**config.mk**
```make
export PLATFORM = sky130hd
export DESIGN_NAME = ctrl_word_sequencer
export DESIGN_NICKNAME = d
export VERILOG_FILES = /design/src/rtl/ctrl_word_sequencer.sv
export SDC_FILE = /design/constraint.sdc
export NUM_CORES = 1
export LEC_CHECK = 0
export CAP_MARGIN = 10
export CORE_AREA = 2 2 131 133
export DETAILED_ROUTE_END_ITERATION = 12
export DIE_AREA = 0 0 133 135
export PLACE_DENSITY = 0.77
export SLEW_MARGIN = 20
export SYNTH_ARGS = -nofsm -noshare
export SYNTH_HDL_FRONTEND = slang
export SYNTH_SLANG_ARGS = --single-unit
```
**constraint.sdc**
```tcl
create_clock -name clk -period 2.5 [get_ports clk]
set_input_delay 0.375 -clock clk [delete_from_list [all_inputs] [get_ports clk]]
set_output_delay 0.375 -clock clk [all_outputs]
set_load 0.01 [all_outputs]
```
**src/rtl/ctrl_word_sequencer.sv**
```systemverilog
// rtl/ctrl_word_sequencer.sv - program-memory microsequencer feeding an external opcode decoder
// Optional feature macro: CTRL_SEQ_PARITY_EN adds ctl_par = ^ctl_word, registered with ctl_word.
module ctrl_word_sequencer #(
    parameter int DEPTH = 16,
    parameter int OPW   = 7,
    parameter int CTW   = 26,
    parameter int CNTW  = 4,
    localparam int AW   = $clog2(DEPTH)
) (
    input  logic                clk,
    input  logic                rst,
    input  logic                prog_we,
    input  logic [AW-1:0]       prog_addr,
    input  logic [OPW+CNTW-1:0] prog_data,
    input  logic                start,
    input  logic [AW:0]         len,
    input  logic                abort,
    output logic                busy,
    output logic                done,
    output logic [OPW-1:0]      op_out,
    input  logic [CTW-1:0]      dec_in,
    output logic                ctl_valid,
    input  logic                ctl_ready,
`ifdef CTRL_SEQ_PARITY_EN
    output logic                ctl_par,
`endif
    output logic [CTW-1:0]      ctl_word
);
    localparam int RW = AW + 1;
    localparam int EW = OPW + CNTW;

    typedef enum logic [1:0] {S_IDLE, S_ISSUE, S_DRAIN, S_DONE} state_t;

    state_t          state_q, state_d;
    logic [EW-1:0]   mem_q [DEPTH];
    logic [AW-1:0]   pc_q, pc_d;
    logic [CNTW-1:0] rcnt_q, rcnt_d;
    logic [RW-1:0]   rem_q, rem_d;
    logic            ctl_valid_q, ctl_valid_d;
    logic [CTW-1:0]  ctl_word_q, ctl_word_d;
    logic            mem_wr;
    logic            fire;
    logic [OPW-1:0]  cur_op;
    logic [CNTW-1:0] nxt_rpt;
    logic [CNTW-1:0] first_rpt;

    assign mem_wr  = prog_we && (state_q == S_IDLE);
    assign cur_op  = mem_q[pc_q][OPW-1:0];
    assign nxt_rpt = mem_q[pc_q + AW'(1)][EW-1:OPW];
    // Entry 0 is forwarded from a same-cycle write so start+prog_we runs the new contents.
    assign first_rpt = (mem_wr && (prog_addr == '0)) ? prog_data[EW-1:OPW] : mem_q[0][EW-1:OPW];

    always_comb begin
        state_d     = state_q;
        pc_d        = pc_q;
        rcnt_d      = rcnt_q;
        rem_d       = rem_q;
        ctl_valid_d = ctl_valid_q;
        ctl_word_d  = ctl_word_q;
        fire        = 1'b0;
        case (state_q)
            S_IDLE: begin
                if (start) begin
                    pc_d    = '0;
                    rem_d   = len;
                    rcnt_d  = first_rpt;
                    // An empty run still passes through DRAIN so busy spans two cycles.
                    state_d = (len != '0) ? S_ISSUE : S_DRAIN;
                end
            end
            S_ISSUE: begin
                fire = !ctl_valid_q || ctl_ready;
                if (fire) begin
                    ctl_word_d  = dec_in;
                    ctl_valid_d = 1'b1;
                    if (rcnt_q != '0) begin
                        rcnt_d = rcnt_q - CNTW'(1);
                    end else if (rem_q == RW'(1)) begin
                        state_d = S_DRAIN;
                    end else begin
                        pc_d   = pc_q + AW'(1);
                        rcnt_d = nxt_rpt;
                        rem_d  = rem_q - RW'(1);
                    end
                end
            end
            S_DRAIN: begin
                ctl_valid_d = ctl_valid_q && !ctl_ready;
                if (!ctl_valid_q || ctl_ready) begin
                    state_d = S_DONE;
                end
            end
            S_DONE: begin
                state_d = S_IDLE;
            end
            default: begin
                state_d = S_IDLE;
            end
        endcase
        if (abort && (state_q != S_IDLE)) begin
            state_d     = S_IDLE;
            ctl_valid_d = 1'b0;
        end
    end

`ifdef CTRL_SEQ_PARITY_EN
    logic ctl_par_q;
    assign ctl_par = ctl_par_q;
`endif

    always_ff @(posedge clk or posedge rst) begin
        if (rst) begin
            state_q     <= S_IDLE;
            pc_q        <= '0;
            rcnt_q      <= '0;
            rem_q       <= '0;
            ctl_valid_q <= 1'b0;
            ctl_word_q  <= '0;
`ifdef CTRL_SEQ_PARITY_EN
            ctl_par_q   <= 1'b0;
`endif
        end else begin
            state_q     <= state_d;
            pc_q        <= pc_d;
            rcnt_q      <= rcnt_d;
            rem_q       <= rem_d;
            ctl_valid_q <= ctl_valid_d;
            ctl_word_q  <= ctl_word_d;
`ifdef CTRL_SEQ_PARITY_EN
            ctl_par_q   <= ^ctl_word_d;
`endif
        end
    end

    always_ff @(posedge clk) begin
        if (mem_wr) begin
            mem_q[prog_addr] <= prog_data;
        end
    end

    assign busy      = (state_q != S_IDLE);
    assign done      = (state_q == S_DONE);
    assign op_out    = (state_q == S_ISSUE) ? cur_op : '0;
    assign ctl_valid = ctl_valid_q;
    assign ctl_word  = ctl_word_q;

endmodule

```
---- Yosys cells after proc, flatten, opt, wreduce, memory -nomap -nowiden ----
Memories as Yosys holds them, arrays and structs flattened.
Index checks and enable logic that the tools add are counted.
operators by class
  add/subtract/negate cells ............... 3
  eq/ne operators ......................... 14
  mux-type cells .......................... 30
  reductions and logical operators ........ 19
operator list
  operator               count
  $mux W4                9
  $mux W5                4
  $pmux W4 S2            2
  $ne A3 B3 Y1 const B   5
  $mux W2                7
  $pmux W5 S2            1
  $reduce_and A5 Y1      2
  $ne A2 B2 Y1 const B   4
  $pmux W2 S4            1
  $mux W7                1
  $eq A5 B1 Y1 const B   1
  $reduce_bool A5 Y1     1
  $sub A5 B1 Y5 const B  1
  $add A4 B1 Y4 const B  1
  $eq A2 B2 Y1 const B   2
  $logic_and A1 B1 Y1    4
  $logic_not A4 Y1       1
  $mux W1                4
  $reduce_and A2 Y1      2
  $reduce_and A4 Y1      1
  $reduce_bool A2 Y1     2
  $reduce_bool A4 Y1     1
  $sub A4 B1 Y4 const B  1
  $ne A3 B2 Y1 const B   1
  6 further kinds        7
word-level totals
  flip-flop bits (word level) ............. 42
  RAM bits ................................ 176
  input port bits ......................... 52
  output and inout bits ................... 36
  logic and storage cells ................. 73
  memories ................................ 1
memory list
  name   depth  width  rd ports  clocked after memory_dff  wr ports  RTL line  text
  mem_q  16     11     3         0                         1         35        logic [EW-1:0] mem_q [DEPTH];

---- Depth between registers and ports, before layout ----
Gate-level depths: netlist of run 1.
  depth in word-level cells ............... 6
  depth in mapped cells ................... 10
  depth with buffers taken out ............ 7

---- Worst setup path before layout of run 1 ----
Ideal clock, no wire load.
  path kind ............................... register to output
  from .................................... reg pc_q[0]
  to ...................................... out op_out[0]
  arrival time ............................ 1.839 ns
  data required time ...................... 2.125 ns
  setup slack ............................. 0.286 ns
  stages on the path, launching flop included .. 6
  buffers on the path ..................... 2
  path through ............................ dfrtp_1 > buf_6 > buf_6 > mux4_2 > mux4_2 > and2_1
between the ends
  longest elaborated chain between the ends .. 2
ends and longest elaborated chain
  item                    RTL line  text
  start, declared         36        logic [AW-1:0] pc_q, pc_d;
  start signal, assigned  124       pc_q <= pc_d;
  $mem_v2 Z16 W11         -
  $mux W7                 143       assign op_out = (state_q == S_ISSUE) ? cur_op : '0;
  end, declared           20        output logic [OPW-1:0] op_out,
No other way between the ends.

---- Worst setup path in the final report of run 1 ----
  from .................................... reg pc_q[0]
  to ...................................... out op_out[3]
Same word-level chain as after synthesis.

==> summary.txt, run 1 <==
Status
  • Status: complete, but fails checks
  • Failing checks: setup timing

Route
  • DR vias: 5,268
  • Post-route antenna net violation count: 0
  • Drt pass-1 iters: 5
  • Routed wire length per instance: 22.1 µm
  • Via-per-instance ratio: 5.84
  • DR iter-0 viols: 505
  • Final Routed Wirelength: 19,900 µm
  • DRC: 0

CTS
  • Clock Path Buffers: 3
  • Num CTS Buffers: 22
  • CTS tree: done
  • Clock root buffer: clkbuf_16
  • Sink Count: 218
  • Reg clk slew, reported paths: 60 ps
  • Clock latency on the worst-skew pair: 500 ps
  • CTS H-tree depth: 1

Flow run
  • Maxcap violations: 0

Floorplan
  • I/O Pins: 88
  • Die Footprint: 18,000 µm²
  • Die W: 133 µm
  • Rows: 47
  • Initial Utilization: 54.9%
  • Core ar.: 16,400 µm²
  • Die Ht: 135 µm

Synth
  • Top cell type by total area after synthesis: edfxtp_1
  • Cell Area, Synth: 9010 µm²
  • Post-synth top area share: 58.7%
  • Synth Flop Type: edfxtp_1
  • Syn nets: 580
  • Sequential area share after synthesis: 70.4%
  • Post-Syn Instances: 519
  • Cell variety after synth: 53
  • Synth top cells by count: edfxtp_1 (176), mux4_2 (44), dfrtp_1 (42)
  • Synthesized area per cell: 17.4 µm²
  • Top post-synthesis cells by area: edfxtp_1 (59%), dfrtp_1 (12%), mux4_2 (11%), mux2_2 (3.6%), nand2_1 (1.5%)
  • #FFs+latches synth: 218
  • Count leader, synth: edfxtp_1
  • Ys Warns: 0
  • Post-synth EDFFs: 176
  • Ys async rst share: 19.3%

Timing
  • Fin. max-slew vios: 0
  • Least-Margin Pin Slew: 884 ps
  • Final hold vios: 0
  • Final Cycle Share: 113%
  • Final min period: 2830 ps
  • Clock Skews: 8.18 ps
  • Final setup fails: 7
  • Relative slew margins: 41.1%
  • FMAX: 354 MHz
  • Unrepaired setup endpoints after global routing: yes
  • Setup ws final: -326 ps

Power
  • Clk pwr share: 28.8%
  • Pwr Total: 11.5 mW
  • Sequential share of power: 39.8%
  • Gate power share: 31.4%
  • Sw Ratio: 28.2%
  • Pleak: 3.96 nW
  • Power per standard cell area: 1010 nW/µm²
  • Switching Power: 3.24 mW
  • Max VDD drop: 0.839 mV
  • Pint: 8.23 mW

GRT
  • Initial antenna violation count: 0
  • Vias in the first global route: 5,407
  • Largest net degree at the start of global routing: 43
  • Gr ovfl total: 0
  • Tot GR Track Use: 22.9%
  • First-pass GRT wire length: 30,900 µm

Placement
  • Hpwl dp: 12,400 µm
  • IO Port Bufs: 87
  • Routability cong.: 0.834
  • Place WS: -128 ps
  • Post-Place Cells: 855
  • Placed cell area: 10,500 µm²

Setup path
  • WP data required: 2120 ps
  • CP endpoint kind: output pin
  • Slowest CP cell: mux4_2
  • CP arrival: 2450 ps
  • Reg2Reg Depth: 12
  • Reg2reg end: rcnt_q[0]
  • Critical Path Source Type: flop
  • Max Fanout on Critical Path: 5
  • Crit-path cells: buf_6 > buf_12 > mux4_2 > mux4_2 > and2_4 > buf_6
  • R2R Path Start: pc_q[0]
  • Worst reg2reg setup slack: 80 ps
  • Crit Path Class: reg -> out
  • Largest stage delay, worst path: 500 ps

Cells and area
  • Final instance area: 11,400 µm²
  • Final core area utilization: 69.5%
  • Fin cells: 902
  • N_diodes: 0
  • Final-stage net count: 727
  • Area delta synth->final: 26.6%
  • Layout cells sized above 1: 27.3%

Hold path
  • HP Class: in -> async
critical path, delay by kind of cell, from the launching register on:
kind	cells	cell delay [ps]
multiplexers	2	980
flip-flops	1	430
buffers and inverters	3	390
AND/OR/NAND/NOR	1	150
routing by layer:
metal	track usage (%)	vias to the layer above	routed length, µm
li1	-	2326	-
met1	31.7	2623	8240
met2	38.0	278	9590
met3	4.28	41	1660
met4	6.15	0	433
met5	0	-	0
power by group through the flow:
stage                     Sequential (mW)  Clock (mW)  Combinational [mW]
after CTS                            4.56        3.34                3.64
after global routing                 4.62        3.49                3.89
after floorplan                      4.69           0                1.94
final                                4.57        3.30                3.60
after detailed placement             4.64           0                3.36
after global placement               4.61           0                3.24
layout by cell type, fill, tap and decap left out, types with 3 or more instances in the layout:
master / n
nor2b_1: 6
nand2b_1: 8
bufinv_16: 3
a21oi_1: 12
or3_1: 3
mux2_2: 29
a32oi_1: 3
buf_6: 10
buf_12: 7
a22o_1: 3
clkbuf_16: 22
buf_4: 45
o21ai_0: 3
or2_1: 4
nand3_1: 8
ha_1: 7
mux4_2: 44
a211oi_1: 3
o21ai_1: 10
nand2_1: 35
clkinv_2: 3
dfrtp_1: 41
mux2i_1: 8
clkinvlp_4: 3
inv_1: 14
nor2_1: 29
clkdlybuf4s50_1: 80
nor3_1: 4
edfxtp_1: 176
clkbuf_1: 4
and2_4: 6
worst max-delay path by stage:
stage | from | end | slack [ps] | cells past startpoint
after floorplan | pc_q[0] | op_out[0] | 290 | 5
after global routing | pc_q[0] | op_out[4] | -390 | 6
after global placement | pc_q[0] | op_out[5] | -90 | 5
final | pc_q[0] | op_out[3] | -330 | 6
after CTS | pc_q[0] | op_out[3] | -410 | 7
after detailed placement | pc_q[0] | op_out[2] | -130 | 5
kinds of logic (layout without fill, tap and decap cells):
| family | after synthesis | after routing | share of synthesized area [%] |
|---|---|---|---|
| buf+inv | 36 | 199 | 1.88 |
| mux | 82 | 82 | 15.6 |
| fa+ha+maj | 9 | 9 | 1.25 |
| compound gates | 55 | 55 | 4.18 |
| flops | 218 | 218 | 70.4 |
| xor+xnor | 3 | 3 | 0.375 |
| simple gates | 116 | 116 | 6.34 |
registers in the layout, summed over array words and instances (netlist names):
| register | cells |
|---|---|
| ctl_valid | 1 |
| ctl_word | 26 |
| mem_q | 176 |
| pc_q | 4 |
| rcnt_q | 4 |
| rem_q | 5 |
| state_q | 2 |
through the flow:
step / hold slack, ps / TNS (ps)
after floorplan: 474 / 0
after global placement: 486 / -612
after detailed placement: 493 / -797
after CTS: 336 / -2630
after global routing: 403 / -2620
final: 334 / -2140
final cells by class:
cell class                 instances  area (µm²)
clock inverter                    14         169
tap                              220         275
clock buffer                      26         566
fill                             992        5010
multi-input combinational        265        2570
timing repair buffer             145        1430
inverter                          14        52.6
sequential                       218        6340
timing repair:
item / in CTS / in global routing
setup buffers: 7 / 2
gates resized for setup: 47 / 12
hold buffers: 0 / 0
pin swaps: 4 / 5
cloned: 4 / 0
setup endpoints to repair: 8 / 12
Note: power is estimated with default switching activity, not from simulation.
==> run 2: changes to the inputs <==
--- a/config.mk
+++ b/config.mk
@@ -10,6 +10,8 @@
 export DETAILED_ROUTE_END_ITERATION = 12
 export DIE_AREA = 0 0 133 135
 export PLACE_DENSITY = 0.77
+export RECOVER_POWER = 100
+export SKIP_LAST_GASP = 1
 export SLEW_MARGIN = 20
 export SYNTH_ARGS = -nofsm -noshare
 export SYNTH_HDL_FRONTEND = slang
==> summary.txt, run 2 (synthesis results as in run 1) <==
Route
  • Top sig layer: met4
  • DR vias: 5,278
  • Drt pass-1 iters: 5
  • Metal-1 WL: 8180 µm
  • DRC: 0
  • DR WL met3: 1680 µm
  • Routed wire length per instance: 22.1 µm
  • Post-route antenna net violation count: 0
  • DR iter-0 viols: 526
  • Final Routed Wirelength: 20,000 µm
  • Via-per-instance ratio: 5.85
  • Metal2 WL: 9740 µm

Cells and area
  • # fillers: 1,022
  • Multi-input logic area: 2550 µm²
  • Leading cell type in the layout, fill and taps excluded: edfxtp_1
  • Area delta synth->final: 25.0%
  • Most flops, register: mem_q
  • Sequential cell area: 6340 µm²
  • Most frequent cells in the layout: edfxtp_1 (176), mux4_2 (44), dfrtp_1 (41)
  • Final-stage net count: 727
  • N_diodes: 0
  • Fin cells: 902
  • Layout cells sized above 1: 23.9%
  • Final core area utilization: 68.6%
  • Largest register FFs: 176

Timing
  • WHS: 489 ps
  • Final hold vios: 0
  • Relative slew margins: 29.0%
  • Fin. max-slew vios: 0
  • FMAX: 354 MHz
  • Final setup fails: 8
  • Final Cycle Share: 113%
  • Unrepaired setup endpoints after global routing: yes
  • Least-Margin Pin Slew: 1070 ps
  • Setup ws final: -324 ps
  • Final min period: 2820 ps
  • Clock Skews: 8.70 ps

Floorplan
  • Die Ht: 135 µm
  • Die Footprint: 18,000 µm²
  • I/O Pins: 88
  • Core ar.: 16,400 µm²
  • Initial Utilization: 54.9%
  • Rows: 47
  • Die W: 133 µm

CTS
  • Reg clk slew, reported paths: 60 ps
  • CTS H-tree depth: 1
  • Clock Path Buffers: 3
  • Sink Count: 218
  • Clock root buffer: clkbuf_16
  • Num CTS Buffers: 22
  • Clock latency on the worst-skew pair: 500 ps
  • CTS tree: done

Hold path
  • HP Class: in -> reg

Placement
  • Routability cong.: 0.834
  • IO Port Bufs: 87
  • Post-Place Cells: 855
  • Hpwl dp: 12,400 µm
  • Place WS: -128 ps

Power
  • Power per standard cell area: 1000 nW/µm²
  • Pwr Total: 11.3 mW
  • Max VDD drop: 0.838 mV
  • Pleak: 3.88 nW

GRT
  • Largest net degree at the start of global routing: 43
  • First-pass GRT wire length: 30,900 µm
  • Tot GR Track Use: 22.8%
  • Vias in the first global route: 5,415
  • Initial antenna violation count: 0
  • Gr ovfl total: 0

Status
  • Status: complete, but fails checks
  • Failing checks: setup timing

Setup path
  • Crit Path Class: reg -> out
  • Max Fanout on Critical Path: 5
  • CP arrival: 2450 ps
  • WP data required: 2120 ps
  • Critical Path Source Type: flop
  • CP endpoint kind: output pin

Flow run
  • Maxcap violations: 0
## run 2: cell count changes in the layout (fill, tap and decap cells not counted), moves of 2 or more
cell             previous run  this run
clkdlybuf4s50_1            80        40
dlygate4sd3_1               0        40
buf_4                      45        10
clkbuf_1                    4        24
clkbuf_2                    0        14
o21ai_0                     3         6
o21ai_1                    10         7
or2_0                       1         3
or2_1                       4         2
## run 2: repair_timing
action                     CTS  global route
gates resized for setup     45            13
gates cloned                 4             0
setup endpoints to repair    8            12
pin swaps                    3             5
setup buffers                7             1
hold buffers                 0             0
## run 2: per-stage QoR
step | cell area (µm²) | setup TNS [ps]
2_1_floorplan | 9010 | 0
3_3_place_gp | 10500 | -612
3_5_place_dp | 10500 | -797
4_1_cts | 11400 | -2840
5_1_grt | 11300 | -2980
6_report | 11300 | -2230
## run 2: area by class of cell
class                   count  share of cell area [%]
clock buffers              26                    5.02
clock inverters            14                    1.50
inverters                  14                   0.467
multi-input cells         265                    22.6
flip-flops and latches    218                    56.3
well taps                 220                    2.44
repair buffers            145                    11.7
## run 2: worst max-delay path, stage by stage (launching register included)
cell     delay (ps)
dfrtp_2         430
buf_6           150
buf_12          130
mux4_2          490
mux4_2          470
and2_4          150
buf_6           110
## run 2: per-layer routing
layer	vias up	global-route usage, %
met5	-	0
met2	270	37.9
met3	35	4.35
li1	2329	-
met1	2644	31.5
met4	0	6.33
## run 2: where the power goes
group | internal (mW) | total [mW] | switching (mW)
Combinational | 1.82 | 3.43 | 1.62
Clock | 1.95 | 3.30 | 1.35
Sequential | 4.32 | 4.56 | 0.236
## run 2: worst paths after layout
kind / start / depth (start not counted) / slack (ps) / endpoint
setup / recovery: pc_q[0] / 6 / -320 / op_out[3]
max in group asynchronous: rst / 3 / 1120 / pc_q[0]
hold / removal: dec_in[8] / 2 / 490 / ctl_word[8]
hold reg to reg: ctl_word[25] / 1 / 500 / ctl_word[25]
setup reg to reg: pc_q[0] / 12 / 40 / rcnt_q[0]
min in group asynchronous: rst / 3 / 670 / ctl_word[6]
